<file path="config.mk">
export PLATFORM = sky130hd
export DESIGN_NAME = clk_period_meter
export DESIGN_NICKNAME = d
export VERILOG_FILES = /design/src/rtl/clk_period_meter.sv
export SDC_FILE = /design/constraint.sdc
export NUM_CORES = 1
export LEC_CHECK = 0
export CAP_MARGIN = 5
export CORE_UTILIZATION = 40
export CTS_CLUSTER_DIAMETER = 120
export DETAILED_ROUTE_END_ITERATION = 7
export DONT_BUFFER_PORTS = 1
export PLACE_DENSITY = 0.55
export SLEW_MARGIN = 20
export SYNTH_ARGS = -nofsm -noshare
export SYNTH_HDL_FRONTEND = slang
export SYNTH_SLANG_ARGS = --single-unit
export TNS_END_PERCENT = 1
</file>
<file path="constraint.sdc">
create_clock -name clk_in -period 2.95 [get_ports clk_in]
set_clock_uncertainty 0.2 [all_clocks]
set_input_delay 0.59 -clock clk_in [delete_from_list [all_inputs] [get_ports clk_in]]
set_output_delay 0.59 -clock clk_in [all_outputs]
set_load 0.1 [all_outputs]
</file>
<file path="src/rtl/clk_period_meter.sv">
// rtl/clk_period_meter.sv - measures high, low and period lengths of an asynchronous divided clock
// Counts are in clk_in cycles; one result is latched per complete rise->fall->rise of sig_in.
module clk_period_meter #(
  parameter int CNT_W       = 16,
  parameter int SYNC_STAGES = 2,
  parameter int TIMEOUT     = 1023
) (
  input  logic             clk_in,
  input  logic             rst_n,
  input  logic             en,
  input  logic             sig_in,
  output logic [CNT_W-1:0] high_cnt,
  output logic [CNT_W-1:0] low_cnt,
  output logic [CNT_W:0]   period_cnt,
  output logic             meas_valid,
  output logic             sat,
  output logic             timeout
);

  localparam logic [CNT_W-1:0] CNT_MAX = '1;
  localparam logic [CNT_W-1:0] TO_VAL  = CNT_W'(TIMEOUT);

  typedef enum logic [1:0] {IDLE, HIGH, LOW} state_t;

  state_t                 state;
  logic [SYNC_STAGES-1:0] sync_q;
  logic                   s_d;
  logic [CNT_W-1:0]       hcnt;
  logic [CNT_W-1:0]       lcnt;
  logic                   h_ovf;
  logic                   l_ovf;
  logic                   s;
  logic                   rise;
  logic                   fall;

  assign s    = sync_q[SYNC_STAGES-1];
  assign rise = s & ~s_d;
  assign fall = ~s & s_d;

  // The synchronizer runs regardless of en so edges are clean when measurement resumes.
  always_ff @(posedge clk_in or negedge rst_n) begin
    if (!rst_n) begin
      sync_q <= '0;
      s_d    <= 1'b0;
    end else begin
      sync_q <= {sync_q[SYNC_STAGES-2:0], sig_in};
      s_d    <= s;
    end
  end

  always_ff @(posedge clk_in or negedge rst_n) begin
    if (!rst_n) begin
      state      <= IDLE;
      hcnt       <= '0;
      lcnt       <= '0;
      h_ovf      <= 1'b0;
      l_ovf      <= 1'b0;
      high_cnt   <= '0;
      low_cnt    <= '0;
      period_cnt <= '0;
      meas_valid <= 1'b0;
      sat        <= 1'b0;
      timeout    <= 1'b0;
    end else begin
      meas_valid <= 1'b0;
      if (!en) begin
        state <= IDLE;
        hcnt  <= '0;
        lcnt  <= '0;
        h_ovf <= 1'b0;
        l_ovf <= 1'b0;
      end else begin
        case (state)
          IDLE: begin
            if (rise) begin
              hcnt  <= CNT_W'(1);
              h_ovf <= 1'b0;
              state <= HIGH;
            end
          end
          HIGH: begin
            if (fall) begin
              lcnt  <= CNT_W'(1);
              l_ovf <= 1'b0;
              state <= LOW;
            end else if (hcnt == TO_VAL && !rise) begin
              timeout <= 1'b1;
              hcnt    <= '0;
              lcnt    <= '0;
              state   <= IDLE;
            end else if (hcnt == CNT_MAX) begin
              h_ovf <= 1'b1;
            end else begin
              hcnt <= hcnt + CNT_W'(1);
            end
          end
          LOW: begin
            if (rise) begin
              high_cnt   <= hcnt;
              low_cnt    <= lcnt;
              period_cnt <= {1'b0, hcnt} + {1'b0, lcnt};
              sat        <= h_ovf | l_ovf;
              meas_valid <= 1'b1;
              timeout    <= 1'b0;
              hcnt       <= CNT_W'(1);
              h_ovf      <= 1'b0;
              state      <= HIGH;
            end else if (lcnt == TO_VAL && !fall) begin
              timeout <= 1'b1;
              hcnt    <= '0;
              lcnt    <= '0;
              state   <= IDLE;
            end else if (lcnt == CNT_MAX) begin
              l_ovf <= 1'b1;
            end else begin
              lcnt <= lcnt + CNT_W'(1);
            end
          end
          default: state <= IDLE;
        endcase
      end
    end
  end

endmodule

</file>
# After elaboration in Yosys (flattened, before gate mapping)
# Cells that the tools add are included.
[totals] out_inout_bits=52 latchBits=0 inputBits=4 reg_bits=91 rom_bits=0 ram_bits=0 memories=0
[classes] bitwise_logic=5 n_reduce_logical=14 multipliers=0 eq_ne=25 muxes=42 add_sub_neg=3 div_mod_pow=0 order_cmp=0 shift=0
[op_table] op="$mux 16" n=13
[op_table] op="$pmux 16 s3" n=1
[op_table] op="$add 16x1->16 const B" n=2
[op_table] op="$eq 16x10->1 const B" n=2
[op_table] op="$eq 16x16->1 const B" n=2
[op_table] op="$pmux 16 s2" n=1
[op_table] op="$ne 3x3->1 const B" n=9
[op_table] op="$reduce_and 5->1" n=4
[op_table] op="$add 16x16->17" n=1
[op_table] op="$mux 1" n=17
[op_table] op="$ne 4x4->1 const B" n=4
[op_table] op="$mux 2" n=6
[op_table] op="$ne 3x2->1 const B" n=2
[op_table] op="$pmux 1 s2" n=3
[op_table] op="$pmux 2 s3" n=1
[op_table] op="$reduce_and 3->1" n=2
[op_table] op="$ne 2x2->1 const B" n=2
[op_table] op="$ne 4x1->1 const B" n=1
[op_table] op="$reduce_and 4->1" n=1
[op_table] op="$ne 3x1->1 const B" n=1
[op_table] op="$and 1x1->1" n=2
[op_table] op="$eq 2x1->1 const B" n=1
[op_table] op="$eq 2x2->1 const B" n=1
[op_table] op="$logic_and 1x1->1" n=2
[op_table] op="6 further kinds" n=8

# Depth between registers and ports, before layout
# Gate-level depths: netlist of run 1.
[logic_depth] word_depth=8 ltp_mapped=11

# Worst setup path after synthesis of run 1
# No wires, ideal clock.
[synth_path] path_type="register to register" from="register hcnt[6]" to="register period_cnt[15]" t_arrival_ps=2150 setup_slack_ps=505 synth_period_minus_slack_ps=2445 stages_incl_launch_ff=8 path_cell_list="dfrtp_1 > ha_1 > a2111oi_0 > o21ai_1 > a311oi_1 > nor3_1 > o21a_1 > o31ai_1"
[synth_between] elab_chain_cells=1
[synth_rtl] item="start: declaration" line_no="28" source="logic [CNT_W-1:0] hcnt;"
[synth_rtl] item="start signal: assignment" line_no="94" source="hcnt <= hcnt + CNT_W'(1);"
[synth_rtl] item="$add 16x16->17" line_no="101" source="period_cnt <= {1'b0, hcnt} + {1'b0, lcnt};"
[synth_rtl] item="end signal: assignment" line_no="101"
[synth_rtl] item="end: declaration" line_no="14" source="output logic [CNT_W:0] period_cnt,"
# No other way between the ends.
# A chain may end at the register's enable or synchronous reset.

# Worst setup path after layout of run 1
[layout_path] from="register hcnt[1]" to="register hcnt[10]"
[layout_between] elab_chain_cells=6 elab_cells_between_ends=11 cone_classes="1 x add/sub; 3 x eq/ne; 5 x mux; 2 x reduce/logical"
[layout_rtl] item="$add 16x1->16 / $eq 16x10->1 (equally long branches)" line_no="94, 86"
[layout_rtl] item="$mux 16 / $logic_and 1x1->1 (equally long branches)" line_no="91, 86"
[layout_rtl] item="$mux 16" line_no="86" source="end else if (hcnt == TO_VAL && !rise) begin"
[layout_rtl] item="$mux 16" line_no="82" source="if (fall) begin"
[layout_rtl] item="$pmux 16 s3" line_no="73" source="case (state)"
[layout_rtl] item="$mux 16" line_no="66" source="if (!en) begin"
# Several ways; a longest one is shown, not always the timed one. The select of a mux whose other input is x is not followed.

==> qor.yml, run 1 <==
run_status:
  status: "finished clean"
setup_path:
  required_ns: 2.96
  worstPathArrival_ns: 2.78
  crit_path_end_kind: "flip-flop"
  ff2ff_setup_slack_ns: 0.18
  critPathMaxFanout: 20
  cp-start-kind: "flip-flop"
  crit_type: "reg -> reg"
pwr:
  p_seq_share_pct: 45.6
  comb_power_share_pct: 14.1
  power_mw: 3.06
  switchingPower_mw: 0.900
  p_clk_share_pct: 40.3
  ir_drop_v: 0.000234
  power.leakage_nw: 2.59
  p_per_area_mw_per_mm2: 560
  swShare_pct: 29.4
  p_int_mw: 2.16
clock_tree:
  postCtsSetupBuffers: 0
  clkTransAtPathRegs_ns: 0.07
  cts_root_buf: "clkbuf_16"
  htree_levels: 3
  clock_sinks: 91
  cts_buffers: 9
  worst_skew_pair.late_latency_ns: 0.35
  cts_tree: "yes"
  clockBufferDepth: 2
grt:
  grt_pass1_vias: 3931
  grt_max_degree: 92
  track_usage_pct: 20.4
  antenna_found_initial: 0
  overflow: 0
  grt_pass1_wl_um: 20300
timing:
  period_needed_ns: 2.77
  setup-violations-final: 0
  worst_slew_pin_slew_ns: 0.929
  rsz0062_at_grt: "false"
  maxSlewViolCount: 0
  setup_tns_ns: 0
  fin_crit_sh_pct: 94.0
  slew_headroom_pct: 38.1
  hold-worst-slack_ns: 0.0665
  fmax_mhz: 361
  timing.final.hold_violations: 0
layout:
  area_delta_synth_final_pct: 11.1
  final_common_cell: "nand2_1"
  fill_cells: 1165
  final_layout_size_suffix_gt1_share_pct: 9.07
  layout_common_cells: "nand2_1 (141), dfrtp_1 (91), o21ai_0 (63), nor2_1 (25), o31ai_1 (23)"
  diodes: 0
  stdcell_area_mm2: 0.00546
  layout.nets: 584
floorplanning:
  num_io_pins: 56
  die_x_um: 113
  core_area_mm2: 0.0120
  row_count: 40
  die_h_um: 113
  die_area_mm2: 0.0127
  start_util_pct: 40.9
logic_synthesis:
  syn_nets: 580
  ys_ff_latch: 91
  yosys_warnings: 0
  synthCells: 553
  async_flop_share_pct: 100
  synthXorXnorAreaFrac_pct: 1.60
  yosys.area_share.simple_pct: 23.7
  synth_top_family_by_area: "simple AND/OR/NAND/NOR gates"
  synthesis.area_mm2: 0.00491
  synth_edf_count: 0
  avgSynthCellArea_um2: 8.89
  ys_types: 55
  synth_compound_area_share_pct: 18.7
  synthMuxAreaShare_pct: 0.229
  seq_area_frac_synth_pct: 46.3
  synthAdderAreaFrac_pct: 6.01
  synth_top_flop_cell: "dfrtp_1"
drt:
  first_pass_iters: 4
  vias_per_cell: 5.65
  num_vias: 4007
  wire_per_inst_um: 17.2
  wirelength_um: 12200
  drcViolationCount: 0
  drtIter0Drc: 254
  antenna_left: 0
placement:
  portBuffers: 0
  gp_congestion: 0.860
  hpwl_um: 8430
  placed_cell_area_mm2: 0.00509
run:
  drv_cap: 0
hold_path:
  hold_path.class: "in -> reg"
==> critical path, stage by stage, from the launching register on <==
cell and delay, ns:
dfrtp_1 0.55, ha_1 0.29, nand3_1 0.23, nor4_1 0.43, buf_4 0.20, nor2b_1 0.04, o32ai_1 0.15, buf_4 0.29
or3_1 0.17, o21ai_0 0.08
==> power by group through the flow <==
| stage | registers, mW | logic (mW) | clock network [mW] |
|---|---|---|---|
| floorplan | 1.44 | 0.285 | 0 |
| global placement | 1.41 | 0.398 | 0 |
| detailed placement | 1.42 | 0.397 | 0 |
| CTS | 1.39 | 0.430 | 1.27 |
| global route | 1.40 | 0.481 | 1.31 |
| finish | 1.39 | 0.431 | 1.23 |
==> cell type report <==
cell class,count,area [µm²],area share (%)
multi-input cells,427,2480,45.5
flip-flops and latches,91,2280,41.7
clock buffers,9,225,4.13
well taps,147,184,3.37
repair buffers,18,158,2.89
clock inverters,7,92.6,1.70
inverters,10,37.5,0.688
==> state kept, by name (all words and copies together) (netlist names), 2 cells and up <==
signal,flops
period_cnt,17
hcnt,16
high_cnt,16
lcnt,16
low_cnt,16
state,2
sync_q,2
==> layer usage <==
metal  up-vias  GRT usage (%)  wire length, µm
li1       1976              -                -
met1      1918           27.6             5980
met5         -              0                0
met4         0           7.91              236
met2        97           32.0             5470
met3        16           4.66              515
==> cell families (layout without fill, tap and decap cells) <==
group / Yosys count / count (layout)
simple gates: 247 / 247
xor+xnor: 9 / 9
compound gates: 147 / 147
flops: 91 / 91
buf+inv: 35 / 44
mux: 1 / 1
fa+ha+maj: 23 / 23
==> worst paths after layout <==
kind,startpoint,to,cells after the start
max in group asynchronous,rst_n,lcnt[13],2
worst min register to register,sync_q[0],sync_q[1],0
worst max-delay path,hcnt[1],hcnt[10],9
worst max register to register,hcnt[1],hcnt[10],9
min in group asynchronous,rst_n,period_cnt[2],2
worst min-delay path,sig_in,sync_q[0],0
==> Yosys cell counts, types with 5 or more instances <==
master / n / area share (%)
a211oi_1: 6 / 0.92
a21o_1: 6 / 0.92
a21oi_1: 15 / 1.5
a31oi_1: 8 / 1.0
and3_1: 6 / 0.76
buf_2: 5 / 0.51
buf_4: 6 / 0.92
clkbuf_1: 10 / 0.76
dfrtp_1: 91 / 46
ha_1: 22 / 5.6
inv_1: 10 / 0.76
nand2_1: 141 / 11
nand2b_1: 7 / 0.89
nand3_1: 15 / 1.5
nand4_1: 7 / 0.89
nor2_1: 25 / 1.9
nor2b_1: 8 / 1.0
nor3_1: 11 / 1.1
o21ai_0: 63 / 6.4
o31ai_1: 23 / 3.5
or3_1: 5 / 0.64
xor2_1: 6 / 1.1
==> through the flow <==
stage	util (%)	setup WS [ns]	cells
final	45.4	0.177	709
after global routing	45.4	0.0381	709
after CTS	45.4	0.215	709
after detailed placement	42.4	0.238	691
after global placement	42.4	0.298	691
after floorplan	-	0.505	553
==> timing repair <==
action | 4_1_cts | 5_1_grt
hold endpoints to repair | 91 | 0
endpoints found under the setup margin | 0 | 2
hold buffers | 2 | 0
resized for setup | 0 | 2
Note: power is estimated with default switching activity, not from simulation.
==> run 2, diff against run 1 <==
CORE_UTILIZATION = 48   (was 40)
MAX_ROUTING_LAYER = met4   (was unset)
PLACE_DENSITY = 0.64   (was 0.55)
==> qor.yml, run 2 (synthesis gave the netlist of run 1 again) <==
timing:
  hold-worst-slack_ns: 0.0521
  setup-violations-final: 0
  fmax_mhz: 354
  fin_ws_ns: 0.122
  fin_crit_sh_pct: 95.9
  worst_slew_pin_slew_ns: 0.915
  period_needed_ns: 2.83
  slew_headroom_pct: 39.0
  setup_tns_ns: 0
  timing.final.hold_violations: 0
  maxSlewViolCount: 0
  rsz0062_at_grt: "false"
setup_path:
  reg2regPathDepth: 9
  cp-start-kind: "flip-flop"
  endpoint: "hcnt[10]"
  path_cells: "ha_1, nand3_1, nor4_1, buf_4, nor2b_1, o32ai_2, buf_4, or3_1, o21ai_0"
  worstSetupStartpoint: "hcnt[1]"
  required_ns: 2.98
  crit_path_end_kind: "flip-flop"
  r2r-end: "hcnt[10]"
  cpMostUsedCell: "buf_4"
  reg2reg_from: "hcnt[1]"
  crit_type: "reg -> reg"
  ff2ff_setup_slack_ns: 0.12
  critPathMaxFanout: 20
  worstPathArrival_ns: 2.86
  cpMaxStageDelayCell: "nor4_1"
  slowest_delay_ns: 0.55
clock_tree:
  cts_root_buf: "clkbuf_8"
  clock_sinks: 91
  htree_levels: 3
  clkTransAtPathRegs_ns: 0.09
  clockBufferDepth: 2
  worst_skew_pair.late_latency_ns: 0.36
  cts_tree: "yes"
  postCtsSetupBuffers: 0
  cts_buffers: 9
pwr:
  power.leakage_nw: 2.51
  p_per_area_mw_per_mm2: 495
  ir_drop_v: 0.000261
  power_mw: 2.61
drt:
  wirelength_um: 12100
  drcViolationCount: 0
  vias_per_cell: 5.84
  antenna_left: 0
  drtIter0Drc: 239
  wire_per_inst_um: 17.5
  first_pass_iters: 5
  num_vias: 4032
grt:
  antenna_found_initial: 0
  track_usage_pct: 25.2
  grt_max_degree: 92
  grt_pass1_vias: 3839
  overflow: 0
  grt_pass1_wl_um: 19600
placement:
  portBuffers: 0
  place_ws_ns: 0.216
  dp.cells: 673
  placed_cell_area_mm2: 0.00505
  hpwl_um: 8440
  gp_congestion: 0.932
layout:
  layout.nets: 580
  diodes: 0
  area_delta_synth_final_pct: 7.33
  final_common_cell: "nand2_1"
  regMostFlops: "period_cnt"
  stdcell_area_mm2: 0.00527
  layout_common_cells: "nand2_1 (141), dfrtp_1 (91), o21ai_0 (63), nor2_1 (25), o31ai_1 (23)"
  largest_register_ffs: 17
  post-route-util_pct: 53.5
  final_layout_size_suffix_gt1_share_pct: 8.60
  fin_cells: 691
run_status:
  status: "finished clean"
floorplanning:
  num_io_pins: 56
  die_h_um: 103
  die_area_mm2: 0.0106
  start_util_pct: 49.8
  die_x_um: 103
  core_area_mm2: 0.00986
  row_count: 36
hold_path:
  hold_path.class: "in -> reg"
run:
  drv_cap: 0
[run 2: changes by cell type in the layout (fill, tap and decap cells not counted), moves of 2 or more]
cell	change
bufinv_16	-2
clkinv_4	-2
clkbuf_8	+10
clkbuf_16	-9
inv_6	+2
buf_4	-4
[run 2: repair_timing]
action / in CTS / in global routing
gates resized for setup: 0 / 2
hold buffers: 2 / 0
hold endpoints to repair: 91 / 0
setup endpoints to repair: 0 / 3
[run 2: how the worst min path moves through the flow]
| stage | from | endpoint | slack [ns] | cells after the start |
|---|---|---|---|---|
| 6_report | sig_in | sync_q[0] | 0.05 | 0 |
| 5_1_grt | sig_in | sync_q[0] | 0.02 | 0 |
| 4_1_cts | sig_in | sync_q[0] | 0.03 | 0 |
| 3_5_place_dp | rst_n | period_cnt[9] | 0.1 | 0 |
| 3_3_place_gp | rst_n | period_cnt[6] | 0.1 | 0 |
| 2_1_floorplan | rst_n | h_ovf | 0.09 | 0 |
[run 2: report_power, final]
group | switching [mW] | internal [mW]
registers | 0.154 | 1.28
logic | 0.253 | 0.134
clock network | 0.461 | 0.330
total | 0.869 | 1.74
[run 2: area by class of cell]
class | count | area (µm²)
Multi-Input combinational cell | 427 | 2490
Fill cell | 931 | 4590
Sequential cell | 91 | 2280
Inverter | 10 | 37.5
Clock buffer | 10 | 138
Tap cell | 133 | 166
Timing Repair Buffer | 14 | 128
Clock inverter | 6 | 37.5
[run 2: metal layers]
metal,up-vias,track usage [%],wire length [µm]
li1,1965,-,-
met3,26,4.44,654
met2,136,37.9,5430
met4,0,11.4,308
met1,1905,33.2,5670
met5,-,-,0
[run 2: critical path: cells and delay by family (launching register included)]
kind / cells / cell delay [ns]
fa+ha+maj: 1 / 0.27
flops: 1 / 0.53
buf+inv: 2 / 0.50
compound gates: 2 / 0.22
simple gates: 4 / 0.98
